[config.mk]
export PLATFORM = sky130hd
export DESIGN_NAME = lsu_mem_master
export DESIGN_NICKNAME = d
export VERILOG_FILES = /design/src/rtl/lsu_pkg.sv /design/src/rtl/lsu_lane_align.sv /design/src/rtl/lsu_mem_master.sv
export SDC_FILE = /design/constraint.sdc
export NUM_CORES = 1
export LEC_CHECK = 0
export ABC_AREA = 1
export BUFFER_PORTS_ARGS = -buffer_cell sky130_fd_sc_hd__buf_2
export CAP_MARGIN = 5
export CORE_UTILIZATION = 33
export DETAILED_ROUTE_END_ITERATION = 10
export GPL_ROUTABILITY_DRIVEN = 0
export SYNTH_ARGS = -nofsm -noshare
export SYNTH_HDL_FRONTEND = slang
export SYNTH_HIERARCHICAL = 1
export SYNTH_SLANG_ARGS = --single-unit
[constraint.sdc]
create_clock -name clk_i -period 8.4 [get_ports clk_i]
set_input_delay 1.68 -clock clk_i [delete_from_list [all_inputs] [get_ports clk_i]]
set_output_delay 1.68 -clock clk_i [all_outputs]
set_load 0.005 [all_outputs]
[src/rtl/lsu_pkg.sv]
// rtl/lsu_pkg.sv - shared types and helpers for the load/store memory master
package lsu_pkg;

   localparam int LANE_W = 2;

   typedef enum logic [1:0] {
      SZ_BYTE = 2'b00,
      SZ_HALF = 2'b01,
      SZ_WORD = 2'b10,
      SZ_ILL  = 2'b11
   } lsu_size_e;

   typedef enum logic [2:0] {
      ST_IDLE,
      ST_LOAD,
      ST_READ,
      ST_WRITE,
      ST_RESP
   } lsu_state_e;

   // Misaligned half/word or the reserved size encoding.
   function automatic logic lsu_req_err(lsu_size_e size, logic [LANE_W-1:0] off);
      case (size)
         SZ_HALF: return off[0];
         SZ_WORD: return off != '0;
         SZ_ILL:  return 1'b1;
         default: return 1'b0;
      endcase
   endfunction

endpackage

[src/rtl/lsu_lane_align.sv]
// rtl/lsu_lane_align.sv - little-endian lane extract/extend for loads, byte/half merge for stores
module lsu_lane_align
   import lsu_pkg::*;
#(
   parameter int X_LEN = 32
) (
   input  lsu_size_e          size,
   input  logic               uns,
   input  logic [LANE_W-1:0]  off,
   input  logic [X_LEN-1:0]   rdata,
   input  logic [X_LEN-1:0]   wdata,
   output logic [X_LEN-1:0]   load_data,
   output logic [X_LEN-1:0]   merge_data
);

   logic [7:0]  byte_lane;
   logic [15:0] half_lane;

   always_comb begin
      byte_lane  = rdata[{off, 3'b000} +: 8];
      half_lane  = rdata[{off[1], 4'b0000} +: 16];
      load_data  = rdata;
      merge_data = rdata;
      case (size)
         SZ_BYTE: begin
            load_data = {{(X_LEN-8){~uns & byte_lane[7]}}, byte_lane};
            merge_data[{off, 3'b000} +: 8] = wdata[7:0];
         end
         SZ_HALF: begin
            load_data = {{(X_LEN-16){~uns & half_lane[15]}}, half_lane};
            merge_data[{off[1], 4'b0000} +: 16] = wdata[15:0];
         end
         SZ_WORD: merge_data = wdata;
         default: ;
      endcase
   end

endmodule

[src/rtl/lsu_mem_master.sv]
// rtl/lsu_mem_master.sv - MEM-stage load/store controller with read-modify-write for sub-word stores
module lsu_mem_master
   import lsu_pkg::*;
#(
   parameter int X_LEN = 32
) (
   input  logic             clk_i,
   input  logic             rst_i,
   input  logic             req_valid_i,
   output logic             req_ready_o,
   input  logic             req_we_i,
   input  logic [1:0]       req_size_i,
   input  logic             req_unsigned_i,
   input  logic [X_LEN-1:0] req_addr_i,
   input  logic [X_LEN-1:0] req_wdata_i,
   output logic             rsp_valid_o,
   output logic [X_LEN-1:0] rsp_rdata_o,
   output logic             rsp_err_o,
   output logic             mem_we_o,
   output logic [X_LEN-1:0] mem_addr_o,
   output logic [X_LEN-1:0] mem_wdata_o,
   input  logic [X_LEN-1:0] mem_rdata_i
);

   lsu_state_e       state;
   logic             req_we_q;
   lsu_size_e        req_size_q;
   logic             req_uns_q;
   logic [X_LEN-1:0] req_addr_q;
   logic [X_LEN-1:0] req_wdata_q;
   logic [X_LEN-1:0] merge_q;
   logic [X_LEN-1:0] rsp_data_q;
   logic             rsp_valid_q;
   logic             rsp_err_q;
   logic             ready_q;
   logic             mem_en_q;
   logic             mem_we_q;
   logic [X_LEN-1:0] load_data;
   logic [X_LEN-1:0] merge_data;

   lsu_lane_align #(.X_LEN(X_LEN)) u_align (
      .size       (req_size_q),
      .uns        (req_uns_q),
      .off        (req_addr_q[LANE_W-1:0]),
      .rdata      (mem_rdata_i),
      .wdata      (req_wdata_q),
      .load_data  (load_data),
      .merge_data (merge_data)
   );

   // Address is gated by a registered enable so it reads back as zero outside memory phases.
   assign mem_addr_o  = mem_en_q ? {req_addr_q[X_LEN-1:LANE_W], {LANE_W{1'b0}}} : '0;
   assign mem_we_o    = mem_we_q & req_we_q;
   assign mem_wdata_o = merge_q;
   assign req_ready_o = ready_q;
   assign rsp_valid_o = rsp_valid_q;
   assign rsp_rdata_o = rsp_data_q;
   assign rsp_err_o   = rsp_err_q;

   always_ff @(posedge clk_i or posedge rst_i) begin
      if (rst_i) begin
         state       <= ST_IDLE;
         req_we_q    <= 1'b0;
         req_size_q  <= SZ_BYTE;
         req_uns_q   <= 1'b0;
         req_addr_q  <= '0;
         req_wdata_q <= '0;
         merge_q     <= '0;
         rsp_data_q  <= '0;
         rsp_valid_q <= 1'b0;
         rsp_err_q   <= 1'b0;
         ready_q     <= 1'b1;
         mem_en_q    <= 1'b0;
         mem_we_q    <= 1'b0;
      end else begin
         case (state)
            ST_IDLE: begin
               if (req_valid_i) begin
                  req_we_q    <= req_we_i;
                  req_size_q  <= lsu_size_e'(req_size_i);
                  req_uns_q   <= req_unsigned_i;
                  req_addr_q  <= req_addr_i;
                  req_wdata_q <= req_wdata_i;
                  ready_q     <= 1'b0;
                  if (lsu_req_err(lsu_size_e'(req_size_i), req_addr_i[LANE_W-1:0])) begin
                     rsp_valid_q <= 1'b1;
                     rsp_err_q   <= 1'b1;
                     state       <= ST_RESP;
                  end else if (!req_we_i) begin
                     mem_en_q <= 1'b1;
                     state    <= ST_LOAD;
                  end else if (lsu_size_e'(req_size_i) == SZ_WORD) begin
                     mem_en_q <= 1'b1;
                     mem_we_q <= 1'b1;
                     merge_q  <= req_wdata_i;
                     state    <= ST_WRITE;
                  end else begin
                     mem_en_q <= 1'b1;
                     state    <= ST_READ;
                  end
               end
            end
            ST_LOAD: begin
               rsp_data_q  <= load_data;
               rsp_valid_q <= 1'b1;
               mem_en_q    <= 1'b0;
               state       <= ST_RESP;
            end
            ST_READ: begin
               merge_q  <= merge_data;
               mem_we_q <= 1'b1;
               state    <= ST_WRITE;
            end
            ST_WRITE: begin
               merge_q     <= '0;
               mem_we_q    <= 1'b0;
               mem_en_q    <= 1'b0;
               rsp_valid_q <= 1'b1;
               state       <= ST_RESP;
            end
            ST_RESP: begin
               rsp_valid_q <= 1'b0;
               rsp_err_q   <= 1'b0;
               rsp_data_q  <= '0;
               ready_q     <= 1'b1;
               state       <= ST_IDLE;
            end
            default: begin
               ready_q <= 1'b1;
               state   <= ST_IDLE;
            end
         endcase
      end
   end

endmodule
==> results.md <==
- CP bufs+invs: 2
- Power Total: 4000 uW
- Mapped Area: 0.00859 sq mm
- Die span in y: 163 um
- Worst EP arrival: 1740 ps
- Iter 0 DRT Violations: 821
- Cts bufs inserted: 17
- Worst slew pin tran: 1090 ps
- Drt wl/cell: 15.9 um
- Ys Warns: 6
- Crit-path cells: nand2_1 -> inv_1 -> buf_2
- Fin nets: 1,525
- Core Util, Final: 40.2%
- Fin. max-slew vios: 0
- Delay-heaviest family, CP: flip-flops
- Initial antenna violation count: 3
- Clk pin slew, worst setup/hold paths: 80 ps
- Required @ worst endpoint: 6720 ps
- Fillers: 2,691
- Synthesized flop and latch total: 140
- Drt pass-1 iters: 6
- Number of global-route vias before repair: 8,154
- # setup viols final: 0
- Status: finished, final reports clean
- Port Buf Inserts: 200
- # IOs: 203
- Design area: 0.0102 sq mm
- Setup crit end kind: output pin
- Worst setup path class: reg2out
- Max cap viols: 0
- Period Utilization, post-route: 40.7%
- Grt ovf: 0
- Maximum vdd drop: 0.000242 V
- Maximum clock rate: 293 MHz
- CTS sink count: 140
- Power Density: 392 mW/mm^2
- RSZ-0062 raised after global routing: no
- Slowest stage delay, CP: 960 ps
- Tmin final: 3420 ps
- Largest net degree at the start of global routing: 78
- Die width: 163 um
- CTS hold repair buffers: 0
- TNS Setup: 0 ps
- Core ar.: 0.0253 sq mm
- # DRC: 0
- Clock root cell: clkbuf_16
- Seq/Total Area, Yosys: 40.8%
- Via/cell ratio: 4.97
- Initial Util: 33.9%
- Post-CTS Setup Inserts: 0
- Total global-route track usage: 21.3%
- Site Rows: 58
- Final hold violations: 0
- CTS H-tree depth: 4
- Post-DRT Antenna Nets: 0
- CP Launch Type: flip-flop
- Full die area: 0.0267 sq mm
- Max FO, Critical Path: 31
- Clk Latency, worst-skew pair: 430 ps
- HP Class: reg2reg
- Post-CTS sizing: 0
- Maximum buffer depth of the clock tree: 2
- CTS tree: yes
- Worst clock skew: 11.3 ps
- Leakage: 0.00591 uW
- Mapped Cells: 1,268
- First-pass GRT wire length: 43,900 um
- Post-synth cell types: 33
- Total Routed Length: 28,000 um
- Hpwl dp: 20,600 um
- Share of cells above drive strength 1: 19.2%
- Worst path slowest cell: dfrtp_1
- Syn avg cell area: 6.78 sq um
- Area Growth Syn to Fin: 18.6%
- Cell Area, Placed: 0.00960 sq mm
- Slew HR: 26.8%
- Via Count: 8,757
## flip-flops by register name (all words and copies together) (netlist names)
signal and flops:
mem_en_q 1, mem_wdata_o 32, mem_we_q 1, req_addr_q 32, req_ready_o 1, req_size_q 2, req_uns_q 1, req_wdata_q 32
req_we_q 1, rsp_err_o 1, rsp_rdata_o 32, rsp_valid_o 1, state 3
## worst reg2reg max path, delay by kind of cell (launching register included)
kind	cells	cell delay, ps
AND/OR/NAND/NOR	6	790
adder cells (fa/ha/maj)	1	440
buffers and inverters	3	1110
AO/OA/AOI/OAI	2	380
flip-flops	1	330
## kinds of logic (layout without fill, tap and decap cells)
kind of cell,count (synthesis),count (layout),share of synthesized area [%]
DFF,140,140,40.8
adders and majority gates,5,5,0.728
buffers and inverters,194,355,10.6
AOI/OAI and AO/OA,133,133,8.04
and+or+nand+nor,795,795,39.8
other,1,4,0.0436
## path summary, 6_finish.rpt
kind,startpoint,endpoint,slack (ps),cells past startpoint
max in group asynchronous,rst_i,req_size_q[1]$_DFFE_PP0P_,5680,3
max,mem_en_q$_DFFE_PP0P_,mem_addr_o[29],4980,3
min,mem_wdata_o[12]$_DFFE_PP0P_,mem_wdata_o[12]$_DFFE_PP0P_,470,2
min reg2reg,mem_wdata_o[12]$_DFFE_PP0P_,mem_wdata_o[12]$_DFFE_PP0P_,470,2
min in group asynchronous,rst_i,req_addr_q[7]$_DFFE_PP0P_,1370,2
max reg2reg,req_addr_q[1]$_DFFE_PP0P_,mem_wdata_o[29]$_DFFE_PP0P_,5300,12
## cell usage in the layout, fill, tap and decap left out, drive strengths merged
master | Yosys | routed
o21ai | 98 | 98
inv | 115 | 126
a22oi | 2 | 2
a21oi | 27 | 27
clkinvlp | 0 | 1
dfrtp | 139 | 139
clkbuf | 21 | 17
diode | 0 | 2
o211ai | 1 | 1
nand4 | 14 | 14
dfstp | 1 | 1
nor2 | 47 | 47
nand2 | 529 | 529
o22ai | 5 | 5
conb | 1 | 2
nand3 | 204 | 204
clkinv | 2 | 5
or2 | 1 | 1
buf | 56 | 206
ha | 5 | 5
## per-layer routing
layer | GRT usage (%) | part of all wire (%) | vias up | routed length (um)
met5 | 0 | 0.089 | - | 25
met2 | 32.9 | 45 | 318 | 12600
met1 | 28.7 | 45 | 4066 | 12500
li1 | - | - | 4326 | -
met3 | 5.13 | 7.9 | 43 | 2210
met4 | 7.77 | 2.1 | 4 | 599
## metrics by stage
stage,hold slack [ps],std cells,worst slack [ps]
5_1_grt,492,1760,4790
3_3_place_gp,450,1728,4940
3_5_place_dp,454,1728,4900
6_report,470,1762,4980
2_1_floorplan,442,1269,2970
4_1_cts,473,1760,4910
## synthesized netlist by cell type (all sizes together)
| cell | instances | share of area, % |
|---|---|---|
| o211ai | 1 | 0.087 |
| buf | 56 | 4.4 |
| nor2 | 47 | 2.9 |
| clkinv | 2 | 0.087 |
| nand3 | 204 | 12 |
| dfrtp | 139 | 40 |
| or2 | 1 | 0.073 |
| nand2 | 529 | 24 |
| a22oi | 2 | 0.17 |
| a21oi | 27 | 1.6 |
| o21ai | 98 | 5.8 |
| o22ai | 5 | 0.36 |
| dfstp | 1 | 0.31 |
| nand4 | 14 | 1.0 |
| conb | 1 | 0.044 |
| clkbuf | 21 | 0.93 |
| ha | 5 | 0.73 |
| inv | 115 | 5.1 |
## power by group
part / total [uW] / switching, uW / leakage, uW / internal, uW
registers: 1250 / 254 / 0.00177 / 994
clock network: 755 / 353 / 0.000290 / 402
logic: 2000 / 1350 / 0.00385 / 642
total: 4000 / 1960 / 0.00591 / 2040
## layout make-up
type / count / area, sq um / share of cell area [%]
Clock inverter: 15 / 165 / 1.62
Sequential cell: 140 / 3500 / 34.4
Inverter: 117 / 452 / 4.43
Multi-Input combinational cell: 935 / 4180 / 41.0
Tap cell: 330 / 413 / 4.05
Antenna cell: 2 / 5.00 / 0.0491
Clock buffer: 17 / 425 / 4.17
Timing Repair Buffer: 206 / 1050 / 10.3
No activity file was read; power rests on OpenSTA's default activity.
